File: src/rtl/obstacle_scheduler.sv
// Obstacle spawn scheduler: paces spawns off the game-time pulse, draws lane patterns from an
// LFSR, queues them in a small FIFO and presents the head entry over a valid/ready handshake.
module obstacle_scheduler #(
  parameter int unsigned DEPTH         = 4,
  parameter int unsigned INIT_INTERVAL = 8,
  parameter int unsigned MIN_INTERVAL  = 3,
  parameter int unsigned RAMP_EVERY    = 16,
  parameter logic [15:0] LFSR_SEED     = 16'hACE1
) (
  input  logic        clk_in,
  input  logic        rst_n_in,
  input  logic        playing,
  input  logic        reset_game,
  input  logic        pulse,
  input  logic        spawn_ready,
  output logic        spawn_valid,
  output logic [2:0]  spawn_lanes,
  output logic        spawn_jumpable,
  output logic [7:0]  interval,
  output logic [11:0] spawn_count,
  output logic        overflow
);

  localparam int unsigned AW       = $clog2(DEPTH);
  localparam int unsigned RampMsk  = RAMP_EVERY - 1;
  localparam logic [AW:0]   FillFull = DEPTH[AW:0];
  localparam logic [AW:0]   FillOne  = 1;
  localparam logic [AW-1:0] PtrOne   = 1;
  localparam logic [7:0]    InitIv   = INIT_INTERVAL[7:0];
  localparam logic [7:0]    MinIv    = MIN_INTERVAL[7:0];
  localparam logic [11:0]   RampMask = RampMsk[11:0];

  typedef enum logic [1:0] {StIdle, StRun, StGen} state_e;

  state_e        state_q, state_d;
  logic [7:0]    countdown_q, countdown_d;
  logic [7:0]    interval_q, interval_d;
  logic [11:0]   count_q, count_d;
  logic          overflow_q, overflow_d;
  logic [15:0]   lfsr_q, lfsr_d;
  logic [AW-1:0] wr_ptr_q, wr_ptr_d;
  logic [AW-1:0] rd_ptr_q, rd_ptr_d;
  logic [AW:0]   fill_q, fill_d;
  logic [3:0]    mem_q [DEPTH];

  logic          fifo_empty, fifo_full;
  logic          gen, push, pop;
  logic [2:0]    gen_lanes;
  logic [3:0]    gen_entry, head;
  logic [11:0]   count_inc;

  assign fifo_empty = (fill_q == '0);
  assign fifo_full  = (fill_q == FillFull);
  assign head       = mem_q[rd_ptr_q];

  assign spawn_valid    = !fifo_empty && playing;
  assign spawn_lanes    = fifo_empty ? 3'b000 : head[3:1];
  assign spawn_jumpable = fifo_empty ? 1'b0 : head[0];
  assign interval       = interval_q;
  assign spawn_count    = count_q;
  assign overflow       = overflow_q;

  // All-free and all-blocked patterns are remapped so every obstacle is passable yet present.
  always_comb begin
    gen_lanes = lfsr_q[2:0];
    if (lfsr_q[2:0] == 3'b000) begin
      gen_lanes = 3'b010;
    end else if (lfsr_q[2:0] == 3'b111) begin
      gen_lanes = 3'b101;
    end
  end

  assign gen_entry = {gen_lanes, lfsr_q[4]};
  assign pop       = spawn_valid && spawn_ready && !reset_game;
  assign gen       = (state_q == StGen) && !reset_game;
  assign push      = gen && (!fifo_full || pop);
  assign count_inc = (count_q == 12'hFFF) ? count_q : count_q + 12'd1;

  always_comb begin
    state_d     = state_q;
    countdown_d = countdown_q;
    interval_d  = interval_q;
    count_d     = count_q;
    overflow_d  = overflow_q;
    wr_ptr_d    = wr_ptr_q;
    rd_ptr_d    = rd_ptr_q;
    fill_d      = fill_q;
    lfsr_d      = {lfsr_q[0] ^ lfsr_q[2] ^ lfsr_q[3] ^ lfsr_q[5], lfsr_q[15:1]};

    if (reset_game) begin
      state_d    = StIdle;
      interval_d = InitIv;
      count_d    = '0;
      overflow_d = 1'b0;
      wr_ptr_d   = '0;
      rd_ptr_d   = '0;
      fill_d     = '0;
    end else begin
      unique case (state_q)
        StIdle: begin
          if (playing) begin
            countdown_d = interval_q;
            state_d     = StRun;
          end
        end
        StRun: begin
          if (!playing) begin
            state_d = StIdle;
          end else if (pulse) begin
            if (countdown_q == 8'd1) begin
              countdown_d = interval_q;
              state_d     = StGen;
            end else begin
              countdown_d = countdown_q - 8'd1;
            end
          end
        end
        StGen: begin
          state_d = StRun;
        end
        default: state_d = StIdle;
      endcase

      if (push) begin
        wr_ptr_d = wr_ptr_q + PtrOne;
        count_d  = count_inc;
        if (((count_inc & RampMask) == 12'd0) && (interval_q > MinIv)) begin
          interval_d = interval_q - 8'd1;
        end
      end else if (gen) begin
        overflow_d = 1'b1;
      end

      if (pop) begin
        rd_ptr_d = rd_ptr_q + PtrOne;
      end

      unique case ({push, pop})
        2'b10:   fill_d = fill_q + FillOne;
        2'b01:   fill_d = fill_q - FillOne;
        default: fill_d = fill_q;
      endcase
    end
  end

  always_ff @(posedge clk_in or negedge rst_n_in) begin
    if (!rst_n_in) begin
      state_q     <= StIdle;
      countdown_q <= '0;
      interval_q  <= InitIv;
      count_q     <= '0;
      overflow_q  <= 1'b0;
      lfsr_q      <= LFSR_SEED;
      wr_ptr_q    <= '0;
      rd_ptr_q    <= '0;
      fill_q      <= '0;
    end else begin
      state_q     <= state_d;
      countdown_q <= countdown_d;
      interval_q  <= interval_d;
      count_q     <= count_d;
      overflow_q  <= overflow_d;
      lfsr_q      <= lfsr_d;
      wr_ptr_q    <= wr_ptr_d;
      rd_ptr_q    <= rd_ptr_d;
      fill_q      <= fill_d;
    end
  end

  // Storage needs no reset: reads are masked while the FIFO is empty.
  always_ff @(posedge clk_in) begin
    if (push) begin
      mem_q[wr_ptr_q] <= gen_entry;
    end
  end

endmodule
File: config.mk
export PLATFORM = sky130hd
export DESIGN_NAME = obstacle_scheduler
export DESIGN_NICKNAME = d
export VERILOG_FILES = /design/src/rtl/obstacle_scheduler.sv
export SDC_FILE = /design/constraint.sdc
export NUM_CORES = 1
export LEC_CHECK = 0
export CORE_MARGIN = 4
export CORE_UTILIZATION = 57
export DETAILED_ROUTE_END_ITERATION = 10
export GPL_TIMING_DRIVEN = 1
export PLACE_DENSITY_LB_ADDON = 0.2
export SLEW_MARGIN = 20
export SYNTH_ARGS = -nofsm -noshare
export SYNTH_HDL_FRONTEND = slang
export SYNTH_SLANG_ARGS = --single-unit
File: constraint.sdc
create_clock -name clk_in -period 2.5 [get_ports clk_in]
set_input_delay 0.375 -clock clk_in [delete_from_list [all_inputs] [get_ports clk_in]]
set_output_delay 0.375 -clock clk_in [all_outputs]
set_load 0.05 [all_outputs]
==> flow_summary.yaml, run 1 <==
run_status:
  status: "finished, final reports clean"
yosys:
  ys_ff_latch: 70
  ys.flop_type: "dfrtp_1"
  synth_top_area_cell: "dfrtp_1"
  syn_inst: 296
  synthArstFlopShare_pct: 77.1
  syn_avg_cell_area_um2: 11.3
  syn-cell-area_um2: 3340
  ys_seq_area_share_pct: 55.2
  yosysTopAreaCellShare_pct: 33.7
  ys_types: 54
  yosys_warnings: 0
  synth_edf_count: 16
  syn-num-nets: 311
  synthTopCellsByArea: "dfrtp_1, edfxtp_1, dfstp_2"
global_route:
  antenna_found_initial: 0
  busiest_layer: "met2"
  grt_util_all_layers_pct: 20.1
  grt_pass1_vias: 2395
  grt_max_degree: 31
  grt-ovfl-total: 0
  grt_first_pass_wirelength_um: 11400
  grt_use_met3_pct: 4.02
  grt_use_met2_pct: 30.9
  groute.layer.met1.usage_pct: 28.2
cts:
  clock_sinks: 70
  cts_resized: 2
  cts_made_buffers: 9
  ctsLongestPathBuffers: 2
  clock_latency_ps: 340
  cts_max_level: 3
  cts_tree: "built"
  cts_hold_buf: 0
  cts_root_buffer: "clkbuf_8"
  clk_pin_slew_ps: 80
  cts_setup_buffers: 0
floorplan:
  die_h_um: 84.6
  coreArea_um2: 5610
  ios: 32
  dieArea_um2: 7150
  rows: 27
  initial_core_util_pct: 59.6
  die_w_um: 84.6
worst_setup_path:
  path_cells: "mux4_2 > nor2b_1 > dlygate4sd2_1"
  worstPathRequired_ps: 2120
  worstPathArrival_ps: 1970
  cp_max_fo: 6
  cp-start-kind: "flip-flop"
  cp_slowest_cell: "dfrtp_1"
  critPathKind: "flip-flop to output pin"
  cpPeakStageDelay_ps: 550
  cp-end-kind: "output pin"
sta:
  setup-violations-final: 0
  tightest_slew_ps: 782
  fin_ws_ps: 151
  max_freq_mhz: 426
  rsz0062_at_grt: "false"
  tns_ps: 0
  fin_crit_ps: 2350
  final.period_utilization_pct: 94.0
  hold_violations: 0
  slew_headroom_pct: 47.9
  slew_viol_final: 0
  skew_ps: 6.75
layout:
  final_core_utilization_pct: 70.3
  fill_cells: 431
  ff_latch_area_um2: 1840
  antenna_cells: 0
  area_growth_pct: 18.0
  multiInputGateArea_um2: 1420
  layout.nets: 346
  drive_gt1_share_pct: 14.6
route:
  wl_um: 6480
  avgViaCountPerCell: 5.77
  drc: 0
  dr.pass1.iters: 4
  postRouteAntennaNets: 0
  wl_per_cell_um: 15.9
  via_count: 2356
  drt_iter0_markers: 116
place:
  port_buffers: 31
  gp_congestion: 0.811
  dp_slack_ps: 137
  dp_hpwl_um: 4540
pwr:
  p_leak_nw: 1.54
  ir_worst_vdd_v: 0.000459
  p_per_area_nw_per_um2: 573
run:
  maxCapViolations: 0
hold_path:
  min_path_type: "input port to async pin"
-- metal layers --
metal  up-vias  wire [µm]
li1       1143          -
met2        47       2990
met4         0         99
met3        12        247
met1      1154       3140
met5         -          0
-- worst max-delay path, delay by kind of cell (launching register included) --
family        cells  cell delay [ps]
simple gates      1              130
buf+inv           1              410
mux               1              540
flops             1              550
-- cells by family (layout without fill, tap and decap cells) --
kind of cell	count (synthesis)	count (layout)	synth area share, %
and+or+nand+nor	113	113	19.2
DFF	70	70	55.2
AOI/OAI and AO/OA	53	53	10.3
buffers and inverters	24	64	2.88
xor gates and xnor gates	19	19	4.98
adders and majority gates	9	9	3.60
muxes	8	8	3.90
-- cell usage in the layout, fill, tap and decap left out, types with 7 or more instances in the layout --
| cell | synthesis | routed |
|---|---|---|
| dfrtp_1 | 45 | 45 |
| nor2_1 | 32 | 32 |
| clkdlybuf4s50_1 | 0 | 25 |
| a21oi_1 | 18 | 18 |
| xnor2_1 | 16 | 16 |
| edfxtp_1 | 16 | 16 |
| inv_1 | 12 | 12 |
| nand2_1 | 12 | 12 |
| o21ai_0 | 11 | 11 |
| nand3_1 | 11 | 11 |
| nor4_1 | 10 | 10 |
| clkbuf_8 | 0 | 9 |
| dfstp_2 | 9 | 9 |
| ha_1 | 8 | 8 |
| buf_4 | 1 | 7 |
-- state kept, by name (all words and copies together) (netlist names) --
name / flops
spawn_count: 12
overflow: 1
wr_ptr_q: 2
state_q: 2
interval: 8
mem_q: 16
fill_q: 3
lfsr_q: 16
countdown_q: 8
rd_ptr_q: 2
-- final cells by class --
class | instances | area share (%)
timing repair buffer | 36 | 8.76
sequential | 70 | 46.7
clock buffer | 9 | 3.14
inverter | 12 | 1.14
clock inverter | 7 | 1.94
multi-input combinational | 202 | 36.0
tap | 72 | 2.28
-- power breakdown --
group          switching (mW)  total (mW)  internal, mW
Combinational          0.0741       0.118        0.0435
Sequential             0.0283        1.21          1.19
Clock                   0.455       0.927         0.472
-- final timing paths --
check | start | end | slack, ps | cells after the start
worst max register to register | spawn_count[0] | interval[5] | 410 | 6
max in group asynchronous | rst_n_in | interval[3] | 1830 | 2
worst max-delay path | rd_ptr_q[0] | spawn_lanes[2] | 150 | 3
worst min register to register | lfsr_q[9] | lfsr_q[8] | 350 | 0
min in group clk_in | lfsr_q[9] | lfsr_q[8] | 350 | 0
worst min-delay path | rst_n_in | lfsr_q[1] | 30 | 1
-- per-stage QoR --
| step | instances | hold slack (ps) | power, mW | area (µm²) |
|---|---|---|---|---|
| 6_report | 408 | 26.1 | 2.26 | 3940 |
| 3_3_place_gp | 392 | 338 | 1.35 | 3730 |
| 4_1_cts | 408 | 35.7 | 2.27 | 3930 |
| 3_5_place_dp | 392 | 336 | 1.35 | 3730 |
| 5_1_grt | 408 | 46.7 | 2.35 | 3940 |
| 2_1_floorplan | 296 | 79.4 | 1.30 | 3340 |
-- cell usage after synthesis (all sizes together), types with 3 or more instances --
| cell | count |
|---|---|
| a21oi | 18 |
| a311oi | 3 |
| a31oi | 3 |
| and2 | 5 |
| and3 | 3 |
| buf | 3 |
| clkbuf | 9 |
| dfrtp | 45 |
| dfstp | 9 |
| edfxtp | 16 |
| ha | 8 |
| inv | 12 |
| mux2i | 4 |
| mux4 | 4 |
| nand2 | 12 |
| nand2b | 4 |
| nand3 | 11 |
| nand4 | 4 |
| nor2 | 32 |
| nor2b | 6 |
| nor3 | 6 |
| nor4 | 10 |
| o21ai | 14 |
| or3 | 4 |
| or4 | 3 |
| xnor2 | 16 |
| xor2 | 3 |
Power figures use the tool's default switching activity.
==> run 2: changes to the inputs <==
ABC_CLOCK_PERIOD_IN_PS = 2500   (was default)
CORE_UTILIZATION = 50   (was 57)
SETUP_SLACK_MARGIN = 0.5   (was default)
==> run 2 against run 1 <==
  * Power is 4.4% lower
  * Register-to-register slack better by 120 ps
  * Sequential share of layout area is 1.5 points lower
  * Global-route usage is 2.3 points lower
  * Die area up 13%
  * Final area rose by 3.7%
  * Combinational power increased by 4%
  * Largest power group unchanged
==> flow_summary.yaml, run 2 (synthesis results as in run 1) <==
sta:
  setup-violations-final: 0
  tightest_slew_ps: 757
  skew_ps: 8.93
  slew_viol_final: 0
  slew_headroom_pct: 49.5
  tns_ps: 0
  hold_violations: 0
  max_freq_mhz: 499
  rsz0062_at_grt: "true"
  final.period_utilization_pct: 80.2
  fin_crit_ps: 2000
layout:
  layout.nets: 355
  final_common_cell: "dfrtp_1"
  fill_cells: 531
  antenna_cells: 0
  area_growth_pct: 22.4
  drive_gt1_share_pct: 22.6
  final_cell_mix: "dfrtp_1, nor2_1, a21oi_1"
place:
  port_buffers: 31
  dp_hpwl_um: 4460
  gp_congestion: 0.841
worst_setup_path:
  worstPathRequired_ps: 2120
  critPathKind: "flip-flop to output pin"
  path_cells: "buf_6 > mux4_2 > nor2b_4 > buf_6"
  critPathBufInv: 2
  cp-end-kind: "output pin"
  cp_slowest_cell: "mux4_2"
  cp_max_fo: 4
  cp_top_family: "multiplexers"
  worstPathArrival_ps: 1630
  cpMostUsedCell: "buf_6"
  cp-start-kind: "flip-flop"
  cpPeakStageDelay_ps: 490
global_route:
  grt_first_pass_wirelength_um: 11600
  grt_pass1_vias: 2300
  grt-ovfl-total: 0
  antenna_found_initial: 0
  grt_max_degree: 55
  grt_util_all_layers_pct: 17.8
pwr:
  total_power_mw: 2.16
  ir_worst_vdd_v: 0.000315
  p_leak_nw: 1.73
  p_per_area_nw_per_um2: 528
floorplan:
  ios: 32
  coreArea_um2: 6420
  die_h_um: 89.7
  dieArea_um2: 8050
  rows: 29
  die_w_um: 89.7
  initial_core_util_pct: 52.0
route:
  avgViaCountPerCell: 5.84
  drt_iter0_markers: 175
  dr.pass1.iters: 5
  wl_um: 7070
  drc: 0
  via_count: 2464
  postRouteAntennaNets: 0
  wl_per_cell_um: 16.7
run_status:
  status: "finished, final reports clean"
cts:
  cts_max_level: 3
  cts_hold_buf: 0
  cts_tree: "built"
  clock_latency_ps: 350
  ctsLongestPathBuffers: 2
  cts_root_buffer: "clkbuf_8"
  cts_made_buffers: 9
  clock_sinks: 70
  clk_pin_slew_ps: 80
run:
  maxCapViolations: 0
hold_path:
  min_path_type: "input port to async pin"
-- run 2: cell count changes in the layout (fill, tap and decap cells not counted), sizes merged --
cell	change
nand4b	+1
buf	+8
clkbuf	+1
clkdlybuf4s50	-19
inv	-3
dlygate4sd2	+11
a311oi	+1
clkinv	+4
bufinv	-1
dlymetal6s2s	+6
-- run 2: per-layer routing --
layer / wire length (µm) / share of wire (%) / track usage, %
met3: 397 / 5.6 / 3.76
met5: 0 / 0 / 0
met4: 124 / 1.8 / 8.68
met1: 3330 / 47 / 26.7
met2: 3210 / 45 / 24.4
-- run 2: path summary, 6_finish.rpt --
kind | start | endpoint | slack [ps] | cells past startpoint
hold / removal | rst_n_in | lfsr_q[2] | 160 | 2
min in group clk_in | lfsr_q[9] | lfsr_q[8] | 350 | 0
setup / recovery | rd_ptr_q[0] | spawn_lanes[1] | 500 | 4
hold reg to reg | lfsr_q[9] | lfsr_q[8] | 350 | 0
setup reg to reg | countdown_q[4] | countdown_q[4] | 530 | 5
max in group asynchronous | rst_n_in | state_q[1] | 1820 | 2
-- run 2: where the power goes --
| group | total [mW] | leakage (nW) | internal (mW) | switching [mW] |
|---|---|---|---|---|
| registers | 1.22 | 0.827 | 1.19 | 0.0307 |
| clock network | 0.819 | 0.0902 | 0.369 | 0.450 |
| logic | 0.123 | 0.811 | 0.0438 | 0.0793 |
-- run 2: repair_timing --
action | 4_1_cts | 5_1_grt
pin swaps | 1 | 3
gates cloned | 0 | 2
hold endpoints to repair | 0 | 0
endpoints found under the setup margin | 29 | 21
buffers inserted | 0 | 5
resized for setup | 17 | 26
-- run 2: metrics by stage --
step	std cells	setup WS (ps)	hold slack (ps)	cell area, µm²	utilization (%)
finish	422	495	162	4090	63.7
detailed placement	399	213	338	3760	58.6
global route	422	416	199	4090	63.7
global placement	399	231	338	3760	58.6
CTS	415	347	180	3940	61.3
floorplan	296	512	79.4	3360	-
-- run 2: layout make-up --
cell class | instances | area [µm²] | share of cell area, %
inverter | 12 | 45.0 | 1.10
clock inverter | 7 | 56.3 | 1.38
timing repair buffer | 43 | 394 | 9.64
tap | 77 | 96.3 | 2.36
multi-input combinational | 204 | 1520 | 37.2
clock buffer | 9 | 124 | 3.03
sequential | 70 | 1850 | 45.3
==> run 3: changes to the inputs <==
ABC_CLOCK_PERIOD_IN_PS = 2000   (was 2500)
clock period = 2 ns   (was 2.5 ns; I/O delays follow)
==> run 3 against run 2 <==
  * Non-clock buffer count grew 42
  * Sequential cell count stayed put
  * Critical path depth grew 2
  * Critical endpoint is now interval[5]
  * Clock power is 40% higher
  * Final area up 17%
  * Sequential power is 25% higher
  * Register-to-register slack worse by 440 ps
  * Sequential share of layout area shrank 6.0 points
  * Power increased by 35%
  * Largest cell class unchanged
  * Routed wire length grew 12%
==> flow_summary.yaml, run 3 (synthesis results as in run 1) <==
run_status:
  status: "finished, final reports clean"
sta:
  skew_ps: 11.0
  max_freq_mhz: 520
  rsz0062_at_grt: "true"
  hold_violations: 0
  setup-violations-final: 0
  slew_headroom_pct: 68.7
  tightest_slew_ps: 469
  fin_crit_ps: 1920
  hold_ws_ps: 352
  fin_ws_ps: 75.9
  slew_viol_final: 0
  final.period_utilization_pct: 96.2
run:
  maxCapViolations: 0
global_route:
  busiest_layer: "met2"
  antenna_found_initial: 0
  grt_use_met3_pct: 4.59
  grt_max_degree: 55
  groute.layer.met1.usage_pct: 28.5
  grt-ovfl-total: 0
  grt_first_pass_wirelength_um: 12900
  grt_util_all_layers_pct: 19.7
  grt_use_met2_pct: 30.8
  grt_pass1_vias: 2579
layout:
  final_cell_mix: "buf_4, nor2_1, dfrtp_2"
  drive_gt1_share_pct: 52.2
  final_common_cell: "buf_4"
  layout.nets: 395
  stdcell_area_um2: 4770
  area_growth_pct: 42.9
  antenna_cells: 0
  fill_cells: 434
pwr:
  power_frac_comb_pct: 8.0
  swShare_pct: 25.3
  p_clk_share_pct: 39.6
  ir_worst_vdd_v: 0.000393
  switching_power_mw: 0.734
  p_leak_nw: 1.93
  p_per_area_nw_per_um2: 609
  intPower_mw: 2.17
  power_frac_seq_pct: 52.5
place:
  dp_hpwl_um: 4890
  postPlaceCellArea_um2: 4090
  gp_congestion: 0.776
  dp_slack_ps: -275
  port_buffers: 31
route:
  postRouteAntennaNets: 0
  drt_iter0_markers: 97
  wl_per_cell_um: 17.1
  wl_um: 7890
  drc: 0
  dr.pass1.iters: 4
  via_count: 2631
  avgViaCountPerCell: 5.69
worst_setup_path:
  r2r_end: "interval[5]"
  ff2ff_setup_slack_ps: 90
  worstReg2RegStart: "spawn_count[1]"
  ff2ff_path_depth: 6
  critPathKind: "input port to flip-flop"
  worstPathArrival_ps: 2190
  cp_top_family: "simple AND/OR/NAND/NOR gates"
  worstPathRequired_ps: 2270
  path_cells: "clkdlybuf4s50_1 > and3b_2 > o2111a_2 > nand4b_4 > or4b_1 > a21oi_1"
  cpPeakStageDelay_ps: 540
  critPathBufInv: 1
  cp_max_fo: 7
  cp-end-kind: "flip-flop"
  cp_slowest_cell: "clkdlybuf4s50_1"
  cp-start-kind: "input port"
cts:
  ctsLongestPathBuffers: 2
  cts_max_level: 3
  clock_latency_ps: 340
  clock_sinks: 70
  clk_pin_slew_ps: 80
  cts_tree: "built"
  cts_root_buffer: "clkbuf_8"
  cts_made_buffers: 9
floorplan:
  dieArea_um2: 8050
  rows: 29
  die_w_um: 89.7
  ios: 32
  initial_core_util_pct: 52.0
  coreArea_um2: 6420
  die_h_um: 89.7
hold_path:
  holdPathEnd: "lfsr_q[8]"
  min_from: "lfsr_q[9]"
  hold_depth: 0
  min_path_type: "flip-flop to flip-flop"
-- run 3: changes by cell type in the layout (fill, tap and decap cells not counted), moves of 11 or more --
cell           before  now
dfrtp_2             6   25
dfrtp_1            39   20
buf_4              12   34
buf_6               4   19
dlygate4sd2_1      13    1
buf_2               1   12
-- run 3: metal layers --
| metal | vias up | share of wire, % |
|---|---|---|
| li1 | 1238 | - |
| met1 | 1321 | 46 |
| met2 | 58 | 49 |
| met3 | 14 | 3.4 |
| met4 | 0 | 1.6 |
| met5 | - | 0 |
-- run 3: cell type report --
class / instances / area [µm²] / area share [%]
multi-input cells: 202 / 1790 / 37.4
flip-flops and latches: 70 / 1870 / 39.3
inverters: 12 / 45.0 / 0.944
clock inverters: 6 / 70.1 / 1.47
repair buffers: 85 / 774 / 16.2
well taps: 77 / 96.3 / 2.02
clock buffers: 10 / 128 / 2.67
-- run 3: how the worst max path moves through the flow --
stage / startpoint / cells after the start / to
global route: rd_ptr_q[0] / 3 / spawn_jumpable
floorplan: spawn_count[1] / 6 / interval[4]
finish: spawn_ready / 6 / interval[5]
detailed placement: reset_game / 6 / interval[4]
CTS: rd_ptr_q[0] / 3 / spawn_jumpable
global placement: reset_game / 6 / interval[4]
-- run 3: through the flow --
step / setup TNS, ps / power (mW) / std cells / utilization, %
2_1_floorplan: 0 / 1.64 / 296 / -
3_3_place_gp: -1480 / 1.71 / 416 / 63.7
3_5_place_dp: -1870 / 1.72 / 416 / 63.7
4_1_cts: 0 / 2.90 / 452 / 71.7
5_1_grt: 0 / 3.03 / 462 / 74.3
6_report: 0 / 2.90 / 462 / 74.3
-- run 3: power groups by stage --
stage	Combinational (mW)	Clock [mW]	Sequential [mW]
floorplan	0.107	0	1.54
global placement	0.161	0	1.55
detailed placement	0.166	0	1.55
CTS	0.200	1.17	1.53
global route	0.254	1.25	1.53
finish	0.231	1.15	1.52
-- run 3: timing repair --
item | CTS | global route
gates cloned | 1 | 1
buffers inserted | 18 | 9
gates resized for setup | 122 | 39
pin swaps | 23 | 22
setup endpoints to repair | 75 | 63
hold buffers | 1 | 0
hold endpoints to repair | 45 | 0
